### src/rtl/spi_frame_slave_pkg.sv
// Shared constants, FSM encoding and edge-selection helper for the SPI frame slave.
// Command/address codes and default field widths live here so every file agrees on them.
package spi_frame_slave_pkg;

    localparam int DEF_CMD_BITS     = 2;
    localparam int DEF_ADDR_BITS    = 4;
    localparam int DEF_PAYLOAD_BITS = 8;
    localparam int SYNC_STAGES      = 2;

    localparam logic [DEF_CMD_BITS-1:0]  CMD_NOP   = 2'b00;
    localparam logic [DEF_CMD_BITS-1:0]  CMD_READ  = 2'b01;
    localparam logic [DEF_CMD_BITS-1:0]  CMD_WRITE = 2'b10;
    localparam logic [DEF_ADDR_BITS-1:0] ADDR_NONE = 4'h0;
    localparam logic                     CS_ASSERT = 1'b0;

    typedef enum logic [2:0] {
        S_IDLE,
        S_CMD,
        S_ADDR,
        S_PAYLOAD,
        S_DONE
    } state_t;

    // Data is sampled on the rising sclk edge when CPOL and CPHA agree.
    function automatic logic sample_on_rise(input int cpol, input int cpha);
        return (cpol == cpha);
    endfunction

endpackage

### src/rtl/spi_frame_slave_sync.sv
// spi_sync_edge: brings sclk/cs/mosi into the sysclk domain through equal-depth
// synchronisers and produces one-cycle sample/shift strobes from the sclk edges.
module spi_sync_edge
    import spi_frame_slave_pkg::*;
#(
    parameter int CPOL = 0,
    parameter int CPHA = 0
) (
    input  logic clk_i,
    input  logic srst_i,
    input  logic sclk_i,
    input  logic cs_i,
    input  logic mosi_i,
    output logic cs_o,
    output logic mosi_o,
    output logic sample_o,
    output logic shift_o
);

    localparam logic SCLK_IDLE   = (CPOL != 0);
    localparam logic SAMPLE_RISE = sample_on_rise(CPOL, CPHA);
    // cs resets to "asserted" so a reset taken mid-frame cannot look like a release.
    localparam logic [2:0] RESET_LEVELS = {SCLK_IDLE, CS_ASSERT, 1'b0};

    // bit 2 = sclk, bit 1 = cs, bit 0 = mosi
    logic [2:0] sync_q [SYNC_STAGES];
    logic       sclk_prev_q;
    logic       sclk_s;
    logic       rise;
    logic       fall;

    always_ff @(posedge clk_i) begin
        if (srst_i) begin
            for (int i = 0; i < SYNC_STAGES; i++) begin
                sync_q[i] <= RESET_LEVELS;
            end
            sclk_prev_q <= SCLK_IDLE;
        end else begin
            sync_q[0] <= {sclk_i, cs_i, mosi_i};
            for (int i = 1; i < SYNC_STAGES; i++) begin
                sync_q[i] <= sync_q[i-1];
            end
            sclk_prev_q <= sync_q[SYNC_STAGES-1][2];
        end
    end

    assign sclk_s   = sync_q[SYNC_STAGES-1][2];
    assign cs_o     = sync_q[SYNC_STAGES-1][1];
    assign mosi_o   = sync_q[SYNC_STAGES-1][0];
    assign rise     = sclk_s & ~sclk_prev_q;
    assign fall     = ~sclk_s & sclk_prev_q;
    assign sample_o = SAMPLE_RISE ? rise : fall;
    assign shift_o  = SAMPLE_RISE ? fall : rise;

endmodule

### src/rtl/spi_frame_slave.sv
// SPI slave that decodes cmd/addr/payload frames (MSB first) and, for read commands,
// returns a payload fetched from the host one cycle after o_tx_req.
module spi_frame_slave
    import spi_frame_slave_pkg::*;
#(
    parameter int CMD_BITS     = DEF_CMD_BITS,
    parameter int ADDR_BITS    = DEF_ADDR_BITS,
    parameter int PAYLOAD_BITS = DEF_PAYLOAD_BITS,
    parameter int CPOL         = 0,
    parameter int CPHA         = 0
) (
    input  logic                    sysclk,
    input  logic                    rst,
    input  logic                    sclk,
    input  logic                    cs,
    input  logic                    mosi,
    output logic                    miso,
    output logic [CMD_BITS-1:0]     o_cmd,
    output logic [ADDR_BITS-1:0]    o_addr,
    output logic [PAYLOAD_BITS-1:0] o_payload,
    output logic                    o_rx_dv,
    output logic                    o_tx_req,
    input  logic [PAYLOAD_BITS-1:0] i_tx_data,
    output logic                    o_frame_err
);

    localparam int FRAME_BITS = CMD_BITS + ADDR_BITS + PAYLOAD_BITS;
    localparam int CNT_W      = $clog2(FRAME_BITS + 1);

    logic cs_s;
    logic mosi_s;
    logic sample_edge;
    logic shift_edge;
    logic cs_active;

    spi_sync_edge #(
        .CPOL (CPOL),
        .CPHA (CPHA)
    ) u_sync (
        .clk_i    (sysclk),
        .srst_i   (rst),
        .sclk_i   (sclk),
        .cs_i     (cs),
        .mosi_i   (mosi),
        .cs_o     (cs_s),
        .mosi_o   (mosi_s),
        .sample_o (sample_edge),
        .shift_o  (shift_edge)
    );

    assign cs_active = (cs_s == CS_ASSERT);

    state_t                  state_q, state_d;
    logic [CNT_W-1:0]        cnt_q, cnt_d;
    logic [FRAME_BITS-2:0]   rx_q, rx_d;
    logic [FRAME_BITS-1:0]   rx_shift;
    logic [PAYLOAD_BITS-1:0] tx_q, tx_d;
    logic                    is_read_q, is_read_d;
    logic                    shift_pend_q, shift_pend_d;
    logic                    load_pend_q, load_pend_d;
    logic                    armed_q, armed_d;
    logic [CMD_BITS-1:0]     cmd_q, cmd_d;
    logic [ADDR_BITS-1:0]    addr_q, addr_d;
    logic [PAYLOAD_BITS-1:0] payload_q, payload_d;
    logic                    rx_dv_q, rx_dv_d;
    logic                    tx_req_q, tx_req_d;
    logic                    frame_err_q, frame_err_d;
    logic [CNT_W-1:0]        field_last;

    assign rx_shift = {rx_q, mosi_s};

    always_comb begin
        field_last = '0;
        case (state_q)
            S_CMD:     field_last = CNT_W'(CMD_BITS - 1);
            S_ADDR:    field_last = CNT_W'(ADDR_BITS - 1);
            S_PAYLOAD: field_last = CNT_W'(PAYLOAD_BITS - 1);
            default:   field_last = '0;
        endcase
    end

    always_comb begin
        state_d      = state_q;
        cnt_d        = cnt_q;
        rx_d         = rx_q;
        tx_d         = tx_q;
        is_read_d    = is_read_q;
        shift_pend_d = shift_pend_q;
        armed_d      = armed_q;
        cmd_d        = cmd_q;
        addr_d       = addr_q;
        payload_d    = payload_q;
        load_pend_d  = tx_req_q;
        rx_dv_d      = 1'b0;
        tx_req_d     = 1'b0;
        frame_err_d  = 1'b0;

        // A frame may only start once cs has been seen released (e.g. after reset).
        if (!cs_active) begin
            armed_d = 1'b1;
        end
        if (load_pend_q) begin
            tx_d = i_tx_data;
        end

        case (state_q)
            S_IDLE: begin
                if (cs_active && armed_q) begin
                    state_d      = S_CMD;
                    cnt_d        = '0;
                    rx_d         = '0;
                    tx_d         = '0;
                    is_read_d    = 1'b0;
                    shift_pend_d = 1'b0;
                end
            end
            S_CMD, S_ADDR, S_PAYLOAD: begin
                if (!cs_active) begin
                    state_d     = S_IDLE;
                    frame_err_d = !((state_q == S_CMD) && (cnt_q == '0));
                end else if (sample_edge) begin
                    rx_d         = rx_shift[FRAME_BITS-2:0];
                    cnt_d        = cnt_q + 1'b1;
                    shift_pend_d = (state_q == S_PAYLOAD);
                    if (cnt_q == field_last) begin
                        cnt_d = '0;
                        case (state_q)
                            S_CMD: state_d = S_ADDR;
                            S_ADDR: begin
                                state_d   = S_PAYLOAD;
                                is_read_d = (rx_shift[ADDR_BITS +: CMD_BITS] == CMD_BITS'(CMD_READ));
                                tx_req_d  = is_read_d;
                            end
                            default: begin
                                state_d   = S_DONE;
                                cmd_d     = rx_shift[FRAME_BITS-1 -: CMD_BITS];
                                addr_d    = rx_shift[PAYLOAD_BITS +: ADDR_BITS];
                                payload_d = rx_shift[PAYLOAD_BITS-1:0];
                                rx_dv_d   = 1'b1;
                            end
                        endcase
                    end
                end else if (shift_edge && shift_pend_q) begin
                    // Advance miso only after the master has sampled the current payload bit.
                    tx_d         = tx_q << 1;
                    shift_pend_d = 1'b0;
                end
            end
            S_DONE: begin
                if (!cs_active) begin
                    state_d = S_IDLE;
                end
            end
            default: state_d = S_IDLE;
        endcase
    end

    always_ff @(posedge sysclk) begin
        if (rst) begin
            state_q      <= S_IDLE;
            cnt_q        <= '0;
            rx_q         <= '0;
            tx_q         <= '0;
            is_read_q    <= 1'b0;
            shift_pend_q <= 1'b0;
            load_pend_q  <= 1'b0;
            armed_q      <= 1'b0;
            cmd_q        <= CMD_BITS'(CMD_NOP);
            addr_q       <= ADDR_BITS'(ADDR_NONE);
            payload_q    <= '0;
            rx_dv_q      <= 1'b0;
            tx_req_q     <= 1'b0;
            frame_err_q  <= 1'b0;
        end else begin
            state_q      <= state_d;
            cnt_q        <= cnt_d;
            rx_q         <= rx_d;
            tx_q         <= tx_d;
            is_read_q    <= is_read_d;
            shift_pend_q <= shift_pend_d;
            load_pend_q  <= load_pend_d;
            armed_q      <= armed_d;
            cmd_q        <= cmd_d;
            addr_q       <= addr_d;
            payload_q    <= payload_d;
            rx_dv_q      <= rx_dv_d;
            tx_req_q     <= tx_req_d;
            frame_err_q  <= frame_err_d;
        end
    end

    assign miso        = is_read_q && ((state_q == S_PAYLOAD) || (state_q == S_DONE)) && tx_q[PAYLOAD_BITS-1];
    assign o_cmd       = cmd_q;
    assign o_addr      = addr_q;
    assign o_payload   = payload_q;
    assign o_rx_dv     = rx_dv_q;
    assign o_tx_req    = tx_req_q;
    assign o_frame_err = frame_err_q;

endmodule
### config.mk
export PLATFORM = sky130hd
export DESIGN_NAME = spi_frame_slave
export DESIGN_NICKNAME = d
export VERILOG_FILES = /design/src/rtl/spi_frame_slave_pkg.sv /design/src/rtl/spi_frame_slave_sync.sv /design/src/rtl/spi_frame_slave.sv
export SDC_FILE = /design/constraint.sdc
export NUM_CORES = 1
export LEC_CHECK = 0
export CORE_MARGIN = 1
export CORE_UTILIZATION = 45
export DETAILED_ROUTE_END_ITERATION = 8
export PLACE_DENSITY = 0.72
export SLEW_MARGIN = 15
export SYNTH_ARGS = -nofsm -noshare
export SYNTH_HDL_FRONTEND = slang
export SYNTH_SLANG_ARGS = --single-unit
export TNS_END_PERCENT = 50
### constraint.sdc
create_clock -name sysclk -period 2.65 [get_ports sysclk]
set_input_delay 0.3975 -clock sysclk [delete_from_list [all_inputs] [get_ports sysclk]]
set_output_delay 0.3975 -clock sysclk [all_outputs]
set_load 0.01 [all_outputs]
==> results of run 1 <==
## power groups by stage
stage	combinational (W)	clock, W	sequential (W)
2_1_floorplan	0.0000603	0	0.000872
3_3_place_gp	0.0000946	0	0.000876
3_5_place_dp	0.0000953	0	0.000876
4_1_cts	0.0000959	0.000587	0.000857
5_1_grt	0.000105	0.000619	0.000859
6_report	0.0000948	0.000561	0.000857
## per-stage QoR
step	area (sq um)	total power [W]	worst slack, ns	hold slack, ns
6_report	2780	0.00151	0.236	0.445
5_1_grt	2780	0.00158	0.0800	0.462
4_1_cts	2780	0.00154	0.216	0.453
3_5_place_dp	2670	0.000972	0.512	0.428
3_3_place_gp	2670	0.000971	0.586	0.424
2_1_floorplan	2310	0.000932	0.822	0.414
## per-layer routing
layer  wire, um  part of all wire  vias to the layer above  track usage
met5          0                 0                        -            0
met4         73             0.016                        0       0.0748
met3        205             0.045                        6       0.0425
met2       2130              0.47                       45        0.319
met1       2110              0.47                      868        0.235
li1           -                 -                      952            -
## sequential cells by signal (all words and copies together), names as in the netlist, 2 cells and up
signal         cells
rx_q              13
o_payload          8
tx_q               8
u_sync.sync_q      6
cnt_q              4
o_addr             4
state_q            3
o_cmd              2
## kinds of logic (layout without fill, tap and decap cells)
family / Yosys count / in the layout / synth area share
AND/OR/NAND/NOR: 103 / 103 / 0.218
buffers and inverters: 24 / 52 / 0.0434
multiplexers: 22 / 22 / 0.0954
AO/OA/AOI/OAI: 50 / 50 / 0.139
XOR/XNOR: 2 / 2 / 0.00759
flip-flops: 56 / 56 / 0.486
adder cells (fa/ha/maj): 2 / 2 / 0.0108
## how the worst max path moves through the flow
| stage | start | endpoint |
|---|---|---|
| global route | state_q[0]$_SDFFE_PP0P_ | miso |
| detailed placement | state_q[0]$_SDFFE_PP0P_ | o_payload[1]$_SDFFE_PP0P_ |
| finish | state_q[0]$_SDFFE_PP0P_ | miso |
| floorplan | state_q[0]$_SDFFE_PP0P_ | o_addr[1]$_SDFFE_PP0P_ |
| CTS | state_q[0]$_SDFFE_PP0P_ | miso |
| global placement | state_q[0]$_SDFFE_PP0P_ | o_payload[1]$_SDFFE_PP0P_ |
## cell type report
| type | count | area, sq um |
|---|---|---|
| clock buffers | 5 | 68.8 |
| flip-flops and latches | 56 | 1120 |
| fillers | 458 | 2030 |
| well taps | 67 | 83.8 |
| clock inverters | 3 | 46.3 |
| inverters | 8 | 30.0 |
| multi-input cells | 179 | 1090 |
| repair buffers | 36 | 345 |
## synthesized netlist by cell type, drive strengths merged, types with 2 or more instances
cell | count | area, sq um
mux2i | 22 | 220
nand2 | 29 | 109
nor3 | 3 | 15.0
nor4b | 2 | 17.5
dfxtp | 56 | 1120
nor2b | 10 | 62.6
nor2 | 28 | 105
ha | 2 | 25.0
nand4b | 2 | 17.5
a21oi | 21 | 116
nor4 | 3 | 18.8
o21bai | 2 | 18.8
o221ai | 2 | 17.5
buf | 5 | 28.8
or4 | 2 | 15.0
inv | 8 | 30.0
nand3 | 16 | 80.1
a211o | 2 | 17.5
o21ai | 10 | 50.1
a21o | 3 | 22.5
a31oi | 4 | 25.0
clkbuf | 11 | 41.3
## cell usage in the layout (no fill, tap or decap), drive strengths merged, types with 3 or more instances in the layout
cell and instances:
a31oi 4, o21ai 10, nand2 29, nand3 16, clkbuf 5, nor2b 10, nor4 3, a21oi 21
clkdlybuf4s50 30, buf 6, dfxtp 56, nor2 28, inv 9, nor3 3, a21o 3, mux2i 22
==> metrics.md, run 1 <==
| Metric | Value |
|---|---|
| Status | finished, final reports clean |
| Num CTS Buffers | 5 |
| Final setup fails | 0 |
| DIE WIDTH | 73.6 um |
| Worst slew margin | 0.676 |
| Net Sw Power | about 0.00034 W |
| FF-to-FF path depth | 6 |
| Via density | around 5.3 |
| Initial DRC count | 190 |
| Util after Layout | 0.578 |
| Largest net degree at the start of global routing | 27 |
| # clock sinks | 56 |
| Cts hold-fix bufs | 0 |
| Switch share | 0.224 |
| Critical path, cell by cell | nand3b_1, a21oi_1, clkdlybuf4s50_1 |
| Crit Path Category | flip-flop to output port |
| Postcts setup bufs | 0 |
| CTS tree | yes |
| IO Count | 31 |
| Vias | 1871 |
| Dominant synthesized flop cell | dfxtp_1 |
| Syn Nets | between 200 and 300 |
| H-tree depth | 2 |
| Post-route antenna net violation count | 0 |
| Distinct cells, synth | 42 |
| Hold/Removal Path Class | flip-flop to flip-flop |
| Mapped Cells | 259 |
| Detailed-route DRC error count | 0 |
| Total congestion overflow | 0 |
| Worst r2r src | state_q[0]$_SDFFE_PP0P_ |
| Hpwl dp | 3.03 mm |
| Final nets | 301 |
| Hold EP | u_sync.sync_q[0][5]$_SDFF_PP0_ |
| RSZ-0062 raised after global routing | no |
| R2R Path End | o_payload[4]$_SDFFE_PP0P_ |
| WL final | about 4.5 mm |
| Cells after DPL | 346 |
| F_max | 414 MHz |
| Buffers on Ports | 30 |
| Worst EP required | 2.25 ns |
| YS warnings | 0 |
| Layout cells sized above 1 | 0.0697 |
| WP depth | 3 |
| Worst-skew pair later-pin latency | a little over 0.3 ns |
| Crit path arrival time | about 2.0 ns |
| Hold_sp | u_sync.sync_q[0][2]$_SDFF_PP0_ |
| Sequential cell area fraction in the yosys report | 0.486 |
| GR Util All Layers | 0.190 |
| Die Ht | approximately 74 um |
| Core area | 4820 sq um |
| Tcrit/Tclk final | 0.911 |
| PostCTS Resize Cnt | 0 |
| EDFF count, synth | 0 |
| Fraction of registers with async set/reset | 0 |
| Worst Clk Skew | between 0.009 and 0.01 ns |
| Logic pwr share | 0.063 |
| Die area | 5420 sq um |
| Max incr delay on CP | 0.63 ns |
| CP max-delay cell | dfxtp_1 |
| WL/cell | 12.7 um |
| Worst vdd ir | 0.000362 V |
| GP Congestion | between 0.7 and 0.8 |
| Tmin final | between 2 and 2.5 ns |
| Reg clk slew, reported paths | 0.10 ns |
| Power Internal | 0.00117 W |
| Crit-path max FO | 15 |
| CP delay by family, top | flip-flops |
| Max-cap violations | 0 |
| P per Cell Area | ~540 nW/um^2 |
| Non-Filler Instances | 354 |
| Crit. End Element | output port |
| Mean Syn Cell Area | 8.91 sq um |
| Syn Std Cell Area | ~2300 sq um |
| Pre-antenna DRT Iters | 4 |
| WP buf/inv | 1 |
| Worst-Margin Slew | around 0.48 ns |
| Number of global-route vias before repair | 1791 |
| Initial antenna violation count | 0 |
| Seq cells post-synth | 56 |
| CTS root buf | clkbuf_8 |
| Rows | 25 |
| Synth-to-Final Area Change | 20.5% |
| Final-report hold violation count | 0 |
| Hold path depth | 1 |
| Leak pwr | 0.900 nW |
| Final max-slew violation count | 0 |
| Reg2Reg Setup Slack | around 0.5 ns |
| Clk buf depth | 2 |
| Setup_tns | 0 ns |
| First-pass GRT wire length | 7.92 mm |
| Starting Density | 0.479 |
| Sequential share of power | 0.566 |
| Clock share of power | 0.371 |
| Crit start category | flip-flop |
| Diode count | 0 |
(Power assumes the default switching activity.)
==> run 2, diff against run 1 <==
--- a/config.mk
+++ b/config.mk
@@ -5,6 +5,7 @@
 export SDC_FILE = /design/constraint.sdc
 export NUM_CORES = 1
 export LEC_CHECK = 0
+export CORE_ASPECT_RATIO = 0.9
 export CORE_MARGIN = 1
 export CORE_UTILIZATION = 45
 export DETAILED_ROUTE_END_ITERATION = 8
==> run 2 against run 1 <==
  * Global-route usage fell by 0.40 points
  * Critical endpoint unchanged
  * Non-clock buffer count shrank 2
  * Clock-buffer cell count is 2 higher
==> metrics.md, run 2 (synthesized netlist as in run 1, its figures left out) <==
| Metric | Value |
|---|---|
| Clk buf depth | 2 |
| Final nets | 299 |
| Cells after DPL | 342 |
| Worst-skew pair later-pin latency | 0.31 ns |
| Tmin final | between 2 and 2.5 ns |
| WP depth | 3 |
| Die Ht | 69.9 um |
| WL final | 4.77 mm |
| # clock sinks | 56 |
| Vias | 1887 |
| Final setup fails | 0 |
| Worst vdd ir | 0.000383 V |
| Synth-to-Final Area Change | 18.5% |
| Detailed-route DRC error count | 0 |
| Critical path, cell by cell | nand3b_1, a21oi_1, clkdlybuf4s50_1 |
| Tcrit/Tclk final | 0.913 |
| H-tree depth | 2 |
| Setup_tns | 0 ns |
| Most frequent cells in the layout | 56 x dfxtp_1, 30 x clkdlybuf4s50_1, 29 x nand2_1 |
| Hold/Removal Path Class | flip-flop to flip-flop |
| Crit Path Category | flip-flop to output port |
| Die area | 5420 sq um |
| Leak pwr | about 0.9 nW |
| Non-Filler Instances | 350 |
| CP delay by family, top | flip-flops |
| RSZ-0062 raised after global routing | no |
| CP max-delay cell | dfxtp_1 |
| Worst Clk Skew | 0.00743 ns |
| Worst slew margin | 0.655 |
| Postcts setup bufs | 0 |
| Cts hold-fix bufs | 0 |
| Worst-Margin Slew | 0.516 ns |
| Buffers on Ports | 30 |
| WP buf/inv | 1 |
| Number of global-route vias before repair | 1742 |
| Final-report hold violation count | 0 |
| Diode count | 0 |
| Worst EP required | 2.25 ns |
| Crit. End Element | output port |
| Hpwl dp | approximately 3.2 mm |
| Core area | roughly 4900 sq um |
| P per Cell Area | 517 nW/um^2 |
| Status | finished, final reports clean |
| Starting Density | 0.472 |
| Layout cells sized above 1 | 0.0561 |
| GR Util All Layers | 0.186 |
| Num CTS Buffers | 5 |
| WL/cell | 13.6 um |
| Initial DRC count | 182 |
| Largest net degree at the start of global routing | 38 |
| Max incr delay on CP | 0.64 ns |
| Reg clk slew, reported paths | 0.10 ns |
| CTS root buf | clkbuf_8 |
| Biggest register | rx_q |
| FF-to-FF path depth | 5 |
| Crit start category | flip-flop |
| Max-cap violations | 0 |
| Hold path depth | 1 |
| PostCTS Resize Cnt | 0 |
| Crit-path max FO | 15 |
| Number of fill cells | between 400 and 500 |
| Rows | 24 |
| CTS tree | yes |
| Max FFs per register | 13 |
| Total congestion overflow | 0 |
| Post-route antenna net violation count | 0 |
| GP Congestion | between 0.8 and 0.9 |
| First-pass GRT wire length | 8.09 mm |
| IO Count | 31 |
| F_max | 413 MHz |
| Commonest non-fill, non-tap cell in the layout | dfxtp_1 |
| DIE WIDTH | 77.5 um |
| Via density | about 5.4 |
| Crit path arrival time | 2.02 ns |
| Initial antenna violation count | 0 |
| Final max-slew violation count | 0 |
| Pre-antenna DRT Iters | 4 |
[run 2: path summary, 6_finish.rpt]
kind | start | endpoint | slack (ns)
hold reg to reg | u_sync.sync_q[0][2]$_SDFF_PP0_ | u_sync.sync_q[0][5]$_SDFF_PP0_ | 0.45
hold / removal | u_sync.sync_q[0][2]$_SDFF_PP0_ | u_sync.sync_q[0][5]$_SDFF_PP0_ | 0.45
setup reg to reg | state_q[0]$_SDFFE_PP0P_ | state_q[0]$_SDFFE_PP0P_ | 0.46
setup / recovery | state_q[0]$_SDFFE_PP0P_ | miso | 0.23
[run 2: layer usage]
| metal | vias up | routed length [um] | global-route usage |
|---|---|---|---|
| met3 | 8 | 210 | 0.0379 |
| met5 | - | 0 | 0 |
| met1 | 888 | 2290 | 0.247 |
| li1 | 946 | - | - |
| met2 | 45 | 2220 | 0.298 |
| met4 | 0 | 52 | 0.0650 |
[run 2: cell type report]
type                       instances  area, sq um  area share
inverter                           8         30.0      0.0110
multi-input combinational        179         1090       0.398
clock inverter                     1         8.76     0.00320
clock buffer                       7         76.3      0.0279
tap                               65         81.3      0.0297
timing repair buffer              34          330       0.121
sequential                        56         1120       0.410
[run 2: stage by stage]
step	power [W]	hold slack (ns)	setup slack (ns)	cell area (sq um)	util
after floorplan	0.000932	0.414	0.822	2310	-
after global placement	0.000969	0.420	0.589	2650	0.541
after detailed placement	0.000971	0.434	0.516	2650	0.541
after CTS	0.00142	0.457	0.261	2740	0.559
after global routing	0.00147	0.473	0.129	2740	0.559
final	0.00141	0.454	0.231	2740	0.559
[run 2: worst register-to-register path: stages, from the launching register on]
cell      delay (ns)
dfxtp_1         0.64
or3b_1          0.41
a211o_1         0.32
a21boi_2        0.33
a31oi_1         0.13
a311oi_1        0.28
[run 2: report_power, final]
| part | switching, W | internal [W] |
|---|---|---|
| sequential | 0.00000903 | 0.000848 |
| clock | 0.000272 | 0.000190 |
| combinational | 0.0000565 | 0.0000379 |
